--- src/rtl/dtm_dmi_pkg.sv ---
// Shared types and constants for the JTAG debug transport module:
// TAP states, DMI op/status codes, DMI FSM states and instruction codes.
package dtm_dmi_pkg;

  typedef enum logic [3:0] {
    TEST_LOGIC_RESET = 4'h0,
    RUN_TEST_IDLE    = 4'h1,
    SELECT_DR_SCAN   = 4'h2,
    CAPTURE_DR       = 4'h3,
    SHIFT_DR         = 4'h4,
    EXIT1_DR         = 4'h5,
    PAUSE_DR         = 4'h6,
    EXIT2_DR         = 4'h7,
    UPDATE_DR        = 4'h8,
    SELECT_IR_SCAN   = 4'h9,
    CAPTURE_IR       = 4'ha,
    SHIFT_IR         = 4'hb,
    EXIT1_IR         = 4'hc,
    PAUSE_IR         = 4'hd,
    EXIT2_IR         = 4'he,
    UPDATE_IR        = 4'hf
  } tap_states_e;

  typedef enum logic [1:0] {
    DMI_NOP   = 2'd0,
    DMI_READ  = 2'd1,
    DMI_WRITE = 2'd2,
    DMI_RSVD  = 2'd3
  } dmi_op_e;

  typedef enum logic [1:0] {
    STAT_OK     = 2'd0,
    STAT_RSVD   = 2'd1,
    STAT_FAILED = 2'd2,
    STAT_BUSY   = 2'd3
  } dmi_stat_e;

  typedef enum logic [1:0] {
    FSM_IDLE = 2'd0,
    FSM_REQ  = 2'd1,
    FSM_WAIT = 2'd2
  } dmi_fsm_e;

  // Instruction codes; truncated to IR_LEN where they are compared.
  localparam logic [7:0] INSN_IDCODE = 8'h01;
  localparam logic [7:0] INSN_DTMCS  = 8'h10;
  localparam logic [7:0] INSN_DMI    = 8'h11;
  localparam logic [7:0] INSN_BYPASS = 8'hff;

  // Any non-zero response code (including the reserved ones) is a failure.
  function automatic logic rsp_failed(input logic [1:0] op);
    return op != 2'd0;
  endfunction

endpackage

--- src/rtl/dtm_dmi_if.sv ---
// DMI request/response handshake between the DTM (master) and the Debug Module (slave).
interface dtm_dmi_if #(parameter int ABITS = 7) ();
  logic             req_valid;
  logic             req_ready;
  logic [1:0]       req_op;
  logic [ABITS-1:0] req_addr;
  logic [31:0]      req_data;
  logic             rsp_valid;
  logic             rsp_ready;
  logic [1:0]       rsp_op;
  logic [31:0]      rsp_data;

  modport master (
    output req_valid, req_op, req_addr, req_data, rsp_ready,
    input  req_ready, rsp_valid, rsp_op, rsp_data
  );

  modport slave (
    input  req_valid, req_op, req_addr, req_data, rsp_ready,
    output req_ready, rsp_valid, rsp_op, rsp_data
  );
endinterface

--- src/rtl/jtag_tap_ctrl.sv ---
// IEEE 1149.1 TAP controller with instruction register; exposes state strobes
// and the active instruction to the data-register logic.
module jtag_tap_ctrl
  import dtm_dmi_pkg::*;
#(
  parameter int IR_LEN = 5
) (
  input  logic              tck_i,
  input  logic              trstn_i,
  input  logic              tms_i,
  input  logic              tdi_i,
  output logic              tlr_s,
  output logic              capture_dr_s,
  output logic              shift_dr_s,
  output logic              update_dr_s,
  output logic              capture_ir_s,
  output logic              shift_ir_s,
  output logic              update_ir_s,
  output logic [IR_LEN-1:0] ir_s,
  output logic              ir_tdo_s
);

  tap_states_e       state_r, state_n_s;
  logic [IR_LEN-1:0] ir_shift_r, ir_r;

  // TAP state register
  always_ff @(posedge tck_i or negedge trstn_i) begin
    if (!trstn_i) state_r <= TEST_LOGIC_RESET;
    else          state_r <= state_n_s;
  end

  // TAP next-state decode from TMS
  always_comb begin
    state_n_s = state_r;
    case (state_r)
      TEST_LOGIC_RESET: state_n_s = tms_i ? TEST_LOGIC_RESET : RUN_TEST_IDLE;
      RUN_TEST_IDLE:    state_n_s = tms_i ? SELECT_DR_SCAN   : RUN_TEST_IDLE;
      SELECT_DR_SCAN:   state_n_s = tms_i ? SELECT_IR_SCAN   : CAPTURE_DR;
      CAPTURE_DR:       state_n_s = tms_i ? EXIT1_DR         : SHIFT_DR;
      SHIFT_DR:         state_n_s = tms_i ? EXIT1_DR         : SHIFT_DR;
      EXIT1_DR:         state_n_s = tms_i ? UPDATE_DR        : PAUSE_DR;
      PAUSE_DR:         state_n_s = tms_i ? EXIT2_DR         : PAUSE_DR;
      EXIT2_DR:         state_n_s = tms_i ? UPDATE_DR        : SHIFT_DR;
      UPDATE_DR:        state_n_s = tms_i ? SELECT_DR_SCAN   : RUN_TEST_IDLE;
      SELECT_IR_SCAN:   state_n_s = tms_i ? TEST_LOGIC_RESET : CAPTURE_IR;
      CAPTURE_IR:       state_n_s = tms_i ? EXIT1_IR         : SHIFT_IR;
      SHIFT_IR:         state_n_s = tms_i ? EXIT1_IR         : SHIFT_IR;
      EXIT1_IR:         state_n_s = tms_i ? UPDATE_IR        : PAUSE_IR;
      PAUSE_IR:         state_n_s = tms_i ? EXIT2_IR         : PAUSE_IR;
      EXIT2_IR:         state_n_s = tms_i ? UPDATE_IR        : SHIFT_IR;
      UPDATE_IR:        state_n_s = tms_i ? SELECT_DR_SCAN   : RUN_TEST_IDLE;
      default:          state_n_s = TEST_LOGIC_RESET;
    endcase
  end

  assign tlr_s        = (state_r == TEST_LOGIC_RESET);
  assign capture_dr_s = (state_r == CAPTURE_DR);
  assign shift_dr_s   = (state_r == SHIFT_DR);
  assign update_dr_s  = (state_r == UPDATE_DR);
  assign capture_ir_s = (state_r == CAPTURE_IR);
  assign shift_ir_s   = (state_r == SHIFT_IR);
  assign update_ir_s  = (state_r == UPDATE_IR);
  assign ir_s         = ir_r;
  assign ir_tdo_s     = ir_shift_r[0];

  // IR shift chain and active instruction; reset selects IDCODE
  always_ff @(posedge tck_i or negedge trstn_i) begin
    if (!trstn_i) begin
      ir_shift_r <= {IR_LEN{1'b0}};
      ir_r       <= IR_LEN'(INSN_IDCODE);
    end else if (tlr_s) begin
      ir_shift_r <= {IR_LEN{1'b0}};
      ir_r       <= IR_LEN'(INSN_IDCODE);
    end else begin
      if (capture_ir_s)    ir_shift_r <= {{(IR_LEN-2){1'b0}}, 2'b01};
      else if (shift_ir_s) ir_shift_r <= {tdi_i, ir_shift_r[IR_LEN-1:1]};
      if (update_ir_s)     ir_r <= ir_shift_r;
    end
  end

endmodule

--- src/rtl/dtm_dmi.sv ---
// JTAG Debug Transport Module: IDCODE/DTMCS/DMI/BYPASS data registers and a
// single-outstanding DMI request/response engine, all in the TCK domain.
module dtm_dmi
  import dtm_dmi_pkg::*;
#(
  parameter int          ABITS      = 7,
  parameter int          IR_LEN     = 5,
  parameter logic [31:0] IDCODE_VAL = 32'h10e31913,
  parameter int          IDLE_HINT  = 1
) (
  input  logic       tck_i,
  input  logic       trstn_i,
  input  logic       tms_i,
  input  logic       tdi_i,
  output logic       tdo_o,
  dtm_dmi_if.master  dmi
);

  localparam int DMI_W = ABITS + 34;

  logic              tlr_s, capture_dr_s, shift_dr_s, update_dr_s;
  logic              capture_ir_s, shift_ir_s, update_ir_s, ir_tdo_s;
  logic [IR_LEN-1:0] ir_s;
  logic              sel_idcode_s, sel_dtmcs_s, sel_dmi_s, sel_bypass_s, dr_tdo_s;
  logic [31:0]       idcode_sr_r, dtmcs_sr_r, dtmcs_cap_s, rdata_r;
  logic              bypass_sr_r, tdo_r;
  logic [DMI_W-1:0]  dmi_sr_r;
  logic [1:0]        dmistat_r, req_op_r;
  logic [ABITS-1:0]  req_addr_r;
  logic [31:0]       req_data_r;
  logic              req_valid_r, rsp_ready_r;
  logic              dmireset_s, hardreset_s, dmi_capture_s, dmi_update_s;
  logic              busy_s, req_accept_s, rsp_done_s;
  dmi_fsm_e          fsm_r, fsm_n_s;

  jtag_tap_ctrl #(.IR_LEN(IR_LEN)) u_tap (
    .tck_i(tck_i), .trstn_i(trstn_i), .tms_i(tms_i), .tdi_i(tdi_i),
    .tlr_s(tlr_s), .capture_dr_s(capture_dr_s), .shift_dr_s(shift_dr_s),
    .update_dr_s(update_dr_s), .capture_ir_s(capture_ir_s), .shift_ir_s(shift_ir_s),
    .update_ir_s(update_ir_s), .ir_s(ir_s), .ir_tdo_s(ir_tdo_s)
  );

  // Instruction decode; unknown codes fall back to BYPASS
  always_comb begin
    sel_idcode_s = 1'b0;
    sel_dtmcs_s  = 1'b0;
    sel_dmi_s    = 1'b0;
    sel_bypass_s = 1'b0;
    if (ir_s == IR_LEN'(INSN_IDCODE))      sel_idcode_s = 1'b1;
    else if (ir_s == IR_LEN'(INSN_DTMCS))  sel_dtmcs_s  = 1'b1;
    else if (ir_s == IR_LEN'(INSN_DMI))    sel_dmi_s    = 1'b1;
    else if (ir_s == IR_LEN'(INSN_BYPASS)) sel_bypass_s = 1'b1;
    else                                   sel_bypass_s = 1'b1;
  end

  assign dtmcs_cap_s   = {14'd0, 1'b0, 1'b0, 1'b0, 3'(IDLE_HINT), dmistat_r, 6'(ABITS), 4'd1};
  assign dmireset_s    = update_dr_s & sel_dtmcs_s & dtmcs_sr_r[16];
  assign hardreset_s   = update_dr_s & sel_dtmcs_s & dtmcs_sr_r[17];
  assign dmi_capture_s = capture_dr_s & sel_dmi_s;
  assign dmi_update_s  = update_dr_s & sel_dmi_s;
  assign busy_s        = (fsm_r != FSM_IDLE);
  assign req_accept_s  = dmi_update_s & ~busy_s & (dmistat_r == STAT_OK) &
                         ((dmi_sr_r[1:0] == DMI_READ) || (dmi_sr_r[1:0] == DMI_WRITE));
  // A hardreset in the response cycle discards the response entirely.
  assign rsp_done_s    = (fsm_r == FSM_WAIT) & dmi.rsp_valid & ~hardreset_s;

  // Data-register capture and shift chains
  always_ff @(posedge tck_i or negedge trstn_i) begin
    if (!trstn_i) begin
      idcode_sr_r <= 32'd0;
      bypass_sr_r <= 1'b0;
      dtmcs_sr_r  <= 32'd0;
      dmi_sr_r    <= {DMI_W{1'b0}};
    end else if (tlr_s) begin
      idcode_sr_r <= 32'd0;
      bypass_sr_r <= 1'b0;
      dtmcs_sr_r  <= 32'd0;
      dmi_sr_r    <= {DMI_W{1'b0}};
    end else if (capture_dr_s) begin
      if (sel_idcode_s)     idcode_sr_r <= IDCODE_VAL;
      else if (sel_dtmcs_s) dtmcs_sr_r  <= dtmcs_cap_s;
      else if (sel_dmi_s)   dmi_sr_r    <= busy_s ? {dmi_sr_r[DMI_W-1:2], 2'b11}
                                                  : {dmi_sr_r[DMI_W-1:34], rdata_r, dmistat_r};
      else                  bypass_sr_r <= 1'b0;
    end else if (shift_dr_s) begin
      if (sel_idcode_s)     idcode_sr_r <= {tdi_i, idcode_sr_r[31:1]};
      else if (sel_dtmcs_s) dtmcs_sr_r  <= {tdi_i, dtmcs_sr_r[31:1]};
      else if (sel_dmi_s)   dmi_sr_r    <= {tdi_i, dmi_sr_r[DMI_W-1:1]};
      else                  bypass_sr_r <= tdi_i;
    end
  end

  // Serial-out selection for the active data register
  always_comb begin
    dr_tdo_s = bypass_sr_r;
    if (sel_idcode_s)     dr_tdo_s = idcode_sr_r[0];
    else if (sel_dtmcs_s) dr_tdo_s = dtmcs_sr_r[0];
    else if (sel_dmi_s)   dr_tdo_s = dmi_sr_r[0];
    else                  dr_tdo_s = bypass_sr_r;
  end

  // TDO launched on the falling edge, held outside the shift states
  always_ff @(negedge tck_i or negedge trstn_i) begin
    if (!trstn_i)        tdo_r <= 1'b0;
    else if (shift_ir_s) tdo_r <= ir_tdo_s;
    else if (shift_dr_s) tdo_r <= dr_tdo_s;
    else                 tdo_r <= tdo_r;
  end

  // DMI FSM state register
  always_ff @(posedge tck_i or negedge trstn_i) begin
    if (!trstn_i)   fsm_r <= FSM_IDLE;
    else if (tlr_s) fsm_r <= FSM_IDLE;
    else            fsm_r <= fsm_n_s;
  end

  // DMI FSM next state; hardreset overrides any handshake in flight
  always_comb begin
    fsm_n_s = fsm_r;
    if (hardreset_s) begin
      fsm_n_s = FSM_IDLE;
    end else begin
      case (fsm_r)
        FSM_IDLE: fsm_n_s = req_accept_s ? FSM_REQ : FSM_IDLE;
        FSM_REQ:  fsm_n_s = (req_valid_r && dmi.req_ready) ? FSM_WAIT : FSM_REQ;
        FSM_WAIT: fsm_n_s = dmi.rsp_valid ? FSM_IDLE : FSM_WAIT;
        default:  fsm_n_s = FSM_IDLE;
      endcase
    end
  end

  // Registered handshake outputs, request fields and read-data capture
  always_ff @(posedge tck_i or negedge trstn_i) begin
    if (!trstn_i) begin
      req_valid_r <= 1'b0;
      rsp_ready_r <= 1'b0;
      req_op_r    <= 2'd0;
      req_addr_r  <= {ABITS{1'b0}};
      req_data_r  <= 32'd0;
      rdata_r     <= 32'd0;
    end else if (tlr_s) begin
      req_valid_r <= 1'b0;
      rsp_ready_r <= 1'b0;
      req_op_r    <= 2'd0;
      req_addr_r  <= {ABITS{1'b0}};
      req_data_r  <= 32'd0;
      rdata_r     <= 32'd0;
    end else begin
      req_valid_r <= (fsm_n_s == FSM_REQ);
      rsp_ready_r <= (fsm_n_s == FSM_WAIT);
      if (req_accept_s) begin
        req_op_r   <= dmi_sr_r[1:0];
        req_data_r <= dmi_sr_r[33:2];
        req_addr_r <= dmi_sr_r[DMI_W-1:34];
      end
      if (rsp_done_s && (req_op_r == DMI_READ)) rdata_r <= dmi.rsp_data;
    end
  end

  // Sticky status: only the first non-zero code is kept until cleared
  always_ff @(posedge tck_i or negedge trstn_i) begin
    if (!trstn_i)                                     dmistat_r <= STAT_OK;
    else if (tlr_s)                                   dmistat_r <= STAT_OK;
    else if (dmireset_s || hardreset_s)               dmistat_r <= STAT_OK;
    else if (dmistat_r != STAT_OK)                    dmistat_r <= dmistat_r;
    else if ((dmi_capture_s || dmi_update_s) && busy_s) dmistat_r <= STAT_BUSY;
    else if (rsp_done_s && rsp_failed(dmi.rsp_op))    dmistat_r <= STAT_FAILED;
    else                                              dmistat_r <= dmistat_r;
  end

  assign tdo_o         = tdo_r;
  assign dmi.req_valid = req_valid_r;
  assign dmi.req_op    = req_op_r;
  assign dmi.req_addr  = req_addr_r;
  assign dmi.req_data  = req_data_r;
  assign dmi.rsp_ready = rsp_ready_r;

endmodule

--- src/flat_wrapper.sv ---
// flat-port wrapper written by rule: the top's interface ports become plain ports
module dtm_dmi_flat import dtm_dmi_pkg::*;
#(
  parameter int          ABITS      = 7,
  parameter int          IR_LEN     = 5,
  parameter logic [31:0] IDCODE_VAL = 32'h10e31913,
  parameter int          IDLE_HINT  = 1
)
  (tck_i, trstn_i, tms_i, tdi_i, tdo_o, dmi_req_valid, dmi_req_op, dmi_req_addr, dmi_req_data, dmi_rsp_ready, dmi_req_ready, dmi_rsp_valid, dmi_rsp_op, dmi_rsp_data);
  dtm_dmi_if #(.ABITS(ABITS)) dmi_i ();
  input  logic tck_i;
  input  logic trstn_i;
  input  logic tms_i;
  input  logic tdi_i;
  output logic tdo_o;
  output wire logic [$bits(dmi_i.req_valid)-1:0] dmi_req_valid;
  output wire logic [$bits(dmi_i.req_op)-1:0] dmi_req_op;
  output wire logic [$bits(dmi_i.req_addr)-1:0] dmi_req_addr;
  output wire logic [$bits(dmi_i.req_data)-1:0] dmi_req_data;
  output wire logic [$bits(dmi_i.rsp_ready)-1:0] dmi_rsp_ready;
  input wire logic [$bits(dmi_i.req_ready)-1:0] dmi_req_ready;
  input wire logic [$bits(dmi_i.rsp_valid)-1:0] dmi_rsp_valid;
  input wire logic [$bits(dmi_i.rsp_op)-1:0] dmi_rsp_op;
  input wire logic [$bits(dmi_i.rsp_data)-1:0] dmi_rsp_data;
  assign dmi_req_valid = dmi_i.req_valid;
  assign dmi_req_op = dmi_i.req_op;
  assign dmi_req_addr = dmi_i.req_addr;
  assign dmi_req_data = dmi_i.req_data;
  assign dmi_rsp_ready = dmi_i.rsp_ready;
  assign dmi_i.req_ready = dmi_req_ready;
  assign dmi_i.rsp_valid = dmi_rsp_valid;
  assign dmi_i.rsp_op = dmi_rsp_op;
  assign dmi_i.rsp_data = dmi_rsp_data;
  dtm_dmi #(.ABITS(ABITS), .IR_LEN(IR_LEN), .IDCODE_VAL(IDCODE_VAL), .IDLE_HINT(IDLE_HINT)) u_core (.tck_i(tck_i), .trstn_i(trstn_i), .tms_i(tms_i), .tdi_i(tdi_i), .tdo_o(tdo_o), .dmi(dmi_i));
endmodule
--- config.mk ---
export PLATFORM = sky130hd
export DESIGN_NAME = dtm_dmi_flat
export DESIGN_NICKNAME = d
export VERILOG_FILES = /design/src/rtl/dtm_dmi_pkg.sv /design/src/rtl/dtm_dmi_if.sv /design/src/rtl/jtag_tap_ctrl.sv /design/src/rtl/dtm_dmi.sv /design/src/flat_wrapper.sv
export SDC_FILE = /design/constraint.sdc
export NUM_CORES = 1
export LEC_CHECK = 0
export CAP_MARGIN = 20
export CORE_MARGIN = 1
export CORE_UTILIZATION = 57
export CTS_CLUSTER_SIZE = 16
export DETAILED_ROUTE_END_ITERATION = 6
export GPL_ROUTABILITY_DRIVEN = 0
export PLACE_DENSITY = 0.8
export SYNTH_ARGS = -nofsm -noshare
export SYNTH_HDL_FRONTEND = slang
export SYNTH_SLANG_ARGS = --single-unit
--- constraint.sdc ---
create_clock -name tck_i -period 2.35 [get_ports tck_i]
set_clock_uncertainty 0.15 [all_clocks]
set_input_delay 0.47 -clock tck_i [delete_from_list [all_inputs] [get_ports tck_i]]
set_output_delay 0.47 -clock tck_i [all_outputs]
set_load 0.02 [all_outputs]
; Word level (Yosys, flattened, before mapping)
; Index checks and enable logic that the tools add are counted.
[classes]
n_mux = 81
reduce_logical = 32
bitwise = 12
n_eq_ne = 42
[ops]
columns = op, count
row1 = two-way mux 32 bit, 16
row2 = two-way mux 41 bit, 9
row3 = one-hot mux 4 bit (12 select lines), 1
row4 = inequality test 3 x 2 -> 1 bit (second input constant), 13
row5 = two-way mux 34 bit, 1
row6 = == test 4 bit (second input constant), 8
row7 = two-way mux 2 bit, 14
row8 = two-way mux 1 bit, 26
row9 = two-way mux 5 bit, 5
row10 = nonzero test 2 bit, 9
row11 = == test 4 x 3 -> 1 bit (second input constant), 4
row12 = two-way mux 4 bit, 4
row13 = two-way mux 7 bit, 2
row14 = AND reduction 7 bit, 2
row15 = bitwise AND 1 bit, 10
row16 = == test 5 bit (second input constant), 2
row17 = AND reduction 5 bit, 2
row18 = == test 2 x 1 -> 1 bit (second input constant), 4
row19 = == test 4 x 2 -> 1 bit (second input constant), 2
row20 = AND reduction 8 bit, 1
row21 = == test 2 bit (second input constant), 3
row22 = two-way mux 3 bit, 2
row23 = inequality test 2 x 1 -> 1 bit (second input constant), 3
row24 = one-hot mux 2 bit (3 select lines), 1
row25 = other kinds (14), 23
[word_totals]
reg_bits = 200
inputBits = 40
out_inout_bits = 44

; Depth between registers and ports, before layout
[logic_depth]
ltp_word = 13
depth_mapped = 7
ltp_nobuf = 4

; Hierarchy
; Synthesis repeated with hierarchy kept, for this count alone.
[hier_totals]
hier_cells = 912
hier_area_um2 = 9226.3
[modules_own_cells]
columns = module, cells_per_inst, area_per_inst_um2, instances
row1 = dtm_dmi, 820, 8401.8, 1
row2 = jtag_tap_ctrl, 92, 824.5, 1

==> qor.yml <==
critical_path:
  max_stage_delay_ns: 0.42
  crit_slowest_cell: "dfrtn_1"
  cp.depth: 1
  cp_num_buf_inv: 1
  crit_type: "reg2out"
  r2r-end: "u_core.tdo_o"
  reg2reg_from: "u_core.u_tap.ir_s[3]"
  critPathRequiredTime_ns: 1.73
  path_max_fanout: 2
  reg2reg_slack_ns: -0.31
  startpoint_type: "register"
  ff2ff_path_depth: 4
  critical_path.cell_chain: "buf_6"
  crit_family: "flip-flops"
  arrival_ns: 2.12
  worstSetupEndpointType: "output port"
  crit_start: "u_core.tdo_o"
  endpoint: "tdo_o"
cells_and_area:
  fin_nets: 987
  finalNonFillerCells: 1170
  utilization_pct: 74.5
  drive_gt1_share_pct: 15.7
  diodes: 0
  syn_to_final_growth_pct: 26.9
  nFillCells: 962
logic_synthesis:
  synth_top_flop_cell: "dfrtp_1"
  synth-seq-cells: 200
  synth-async-reset-ratio_pct: 100
  synth_area_leaders: "dfrtp_1 (55%), mux2i_1 (6.7%), nand2_1 (6.1%)"
  synth_top_area_share_pct: 55.3
  syn_area_um2: 8960
  synth_seq_area_share_pct: 55.9
  avgSynthCellArea_um2: 10.7
  synth_nets: 874
  yosysUniqueCellTypes: 55
  synth_top_cell_by_area: "dfrtp_1"
  synth_warnings: 0
  netlist_instances: 834
  synth-edff-count: 0
clock_tree:
  clockBufferDepth: 2
  cts_inserted_buffers: 17
  clk_latency_ns: 0.44
  clkSinkCount: 200
  cts_tree: "built"
  cts-hold-fix-buffers: 0
  h-tree-depth: 4
  path_clk_slew_ns: 0.07
  ctsRootBufferMaster: "clkbuf_16"
timing:
  finalSetupViolCount: 10
  worst_slew_pin_slew_ns: 1.20
  hold_viol_final: 4
  whs_ns: -0.00264
  rsz0062_at_grt: "yes"
  slew_headroom_pct: 20.3
  slew_violations: 0
  layout_setup_ws_ns: -0.392
hold_path:
  hold_path.class: "in2async"
placement:
  hpwl_um: 12000
  io_buffers: 83
  dpl.cell_count: 1119
power_and_ir_drop:
  p_leak_nw: 4.97
  power_density_nw_per_um2: 958
  irDropWorstVdd_uv: 756
global_route:
  grt_pass1_wl_um: 33600
  use_met2_pct: 41.9
  grtUsageTotal_pct: 26.7
  grt_pass1_vias: 6613
  grt_start_max_net_pins: 200
  grt-busiest-layer: "met2"
  use_met1_pct: 37.2
  use_met3_pct: 5.28
  antenna_found_initial: 0
  gr-total-overflow: 0
die:
  start_util_pct: 58.7
  core_area_um2: 15300
  die_area_um2: 16200
  fp.dieW_um: 127
  fp.dieH_um: 127
  ioPinCount: 84
  num_rows: 45
route:
  vias: 6846
  viasPerCell: 5.85
  dr.pass1.iters: 5
  ant_nets: 0
  wl_per_cell_um: 18.4
  totalWireLength_um: 21500
  first_iter_violations: 595
  drc: 0
flow_run:
  max_cap_violations: 0
run_status:
  violations: "hold timing, setup timing"
  outcome: "finished with violations"
cell usage in the layout, fill, tap and decap left out, types with 2 or more instances in the layout:
| master | n |
|---|---|
| dfrtp_1 | 196 |
| nand2_1 | 144 |
| clkdlybuf4s50_1 | 81 |
| inv_1 | 65 |
| a22o_1 | 61 |
| mux2i_1 | 57 |
| a21oi_1 | 47 |
| buf_4 | 42 |
| mux2_1 | 30 |
| nor2_1 | 26 |
| o21ai_0 | 20 |
| clkbuf_16 | 20 |
| nor3_1 | 16 |
| mux2_4 | 13 |
| o2bb2ai_1 | 12 |
| buf_6 | 12 |
| buf_12 | 12 |
| mux2_2 | 6 |
| o211ai_1 | 5 |
| o22ai_1 | 5 |
| o21a_1 | 4 |
| and3_1 | 4 |
| bufinv_16 | 4 |
| a211oi_1 | 3 |
| nor2b_1 | 3 |
| a22oi_1 | 3 |
| mux2i_2 | 3 |
| inv_6 | 3 |
| nor4b_4 | 2 |
| or3_1 | 2 |
| nor4_2 | 2 |
| a41oi_1 | 2 |
| nand4_1 | 2 |
| nor3b_1 | 2 |
| a21oi_2 | 2 |
| o21ai_2 | 2 |
| clkinv_4 | 2 |
| clkinvlp_4 | 2 |
| buf_16 | 2 |
| dfrtp_2 | 2 |
sequential cells by signal, summed over array words and instances (netlist names), 2 cells and up:
| signal | count |
|---|---|
| u_core.dmi_sr_r | 41 |
| u_core.dmi.req_data | 32 |
| u_core.dtmcs_sr_r | 32 |
| u_core.idcode_sr_r | 32 |
| u_core.rdata_r | 32 |
| u_core.dmi.req_addr | 7 |
| u_core.u_tap.ir_s | 5 |
| u_core.u_tap.ir_shift_r | 5 |
| u_core.u_tap.state_r | 4 |
| u_core.dmi.req_op | 2 |
| u_core.dmistat_r | 2 |
| u_core.fsm_r | 2 |
per-layer routing:
layer / vias to the layer above / part of all wire [%]
met5: - / 0
met4: 0 / 2.2
met3: 50 / 5.8
met2: 257 / 48
met1: 3428 / 44
li1: 3111 / -
cells in the mapped netlist, types with 2 or more instances:
cell type	instances
nor2_1	27
nor3_1	18
mux2i_1	60
nand2_1	145
o21ai_1	2
nand4_1	2
clkbuf_1	31
buf_2	16
a32oi_1	2
mux2_1	42
a211oi_1	3
a21oi_1	49
dfrtp_1	198
o22ai_1	6
nor4_1	3
buf_1	3
nor3b_1	2
and3_1	4
o211ai_1	5
buf_4	6
nand3_1	2
a41oi_1	2
a22o_1	61
a22oi_1	3
mux2_2	7
nor2b_1	3
buf_6	4
o21ai_0	21
or3_1	3
o2bb2ai_1	12
inv_1	65
o21a_1	4
through the flow:
step                area, µm²  setup WS [ns]  power (W)  setup TNS [ns]
floorplan                8980         -0.290    0.00616          -0.290
global placement        10300         -0.439    0.00731           -3.44
detailed placement      10300         -0.431    0.00739           -4.10
CTS                     11100         -0.404     0.0107          -0.815
global route            11400         -0.424     0.0114           -2.74
finish                  11400         -0.392     0.0109           -1.06
power by group:
| part | switching, W | internal, W | total, W |
|---|---|---|---|
| sequential | 0.000293 | 0.00384 | 0.00413 |
| combinational | 0.00217 | 0.00146 | 0.00363 |
| clock | 0.00132 | 0.00179 | 0.00312 |
| total | 0.00379 | 0.00710 | 0.0109 |
how the worst min path moves through the flow:
stage                                 end  slack [ns]            startpoint  cells after the start
2_1_floorplan          u_core.bypass_sr_r        0.02               trstn_i                      0
3_3_place_gp         u_core.dtmcs_sr_r[7]        0.32  u_core.dtmcs_sr_r[7]                      1
3_5_place_dp         u_core.dtmcs_sr_r[7]        0.32  u_core.dtmcs_sr_r[7]                      1
4_1_cts              u_core.u_tap.ir_s[4]        0.20               trstn_i                      2
5_1_grt        u_core.u_tap.ir_shift_r[2]        0.25               trstn_i                      2
6_report             u_core.u_tap.ir_s[2]      -0.003               trstn_i                      2
final cells by class:
| class | count | area, µm² | share of cell area (%) |
|---|---|---|---|
| timing repair buffer | 153 | 1650 | 14.5 |
| clock buffer | 18 | 429 | 3.77 |
| inverter | 65 | 244 | 2.15 |
| multi-input combinational | 510 | 3580 | 31.5 |
| clock inverter | 13 | 195 | 1.72 |
| sequential | 200 | 5010 | 44.1 |
| tap | 211 | 264 | 2.32 |
what timing repair did:
action,4_1_cts,5_1_grt
buffers inserted,4,11
cloned,2,4
gates resized for setup,22,32
pin swaps,5,5
endpoints found under the setup margin,39,118
logic make-up (layout without fill, tap and decap cells):
family          Yosys count  count (layout)  synth area share [%]
compound gates          179             179                  14.2
flops                   200             200                  55.9
simple gates            220             221                  10.9
buf+inv                 125             249                  6.05
mux                     109             109                  12.9
xor+xnor                  1               1                0.0978
Note: power is estimated with default switching activity, not from simulation.
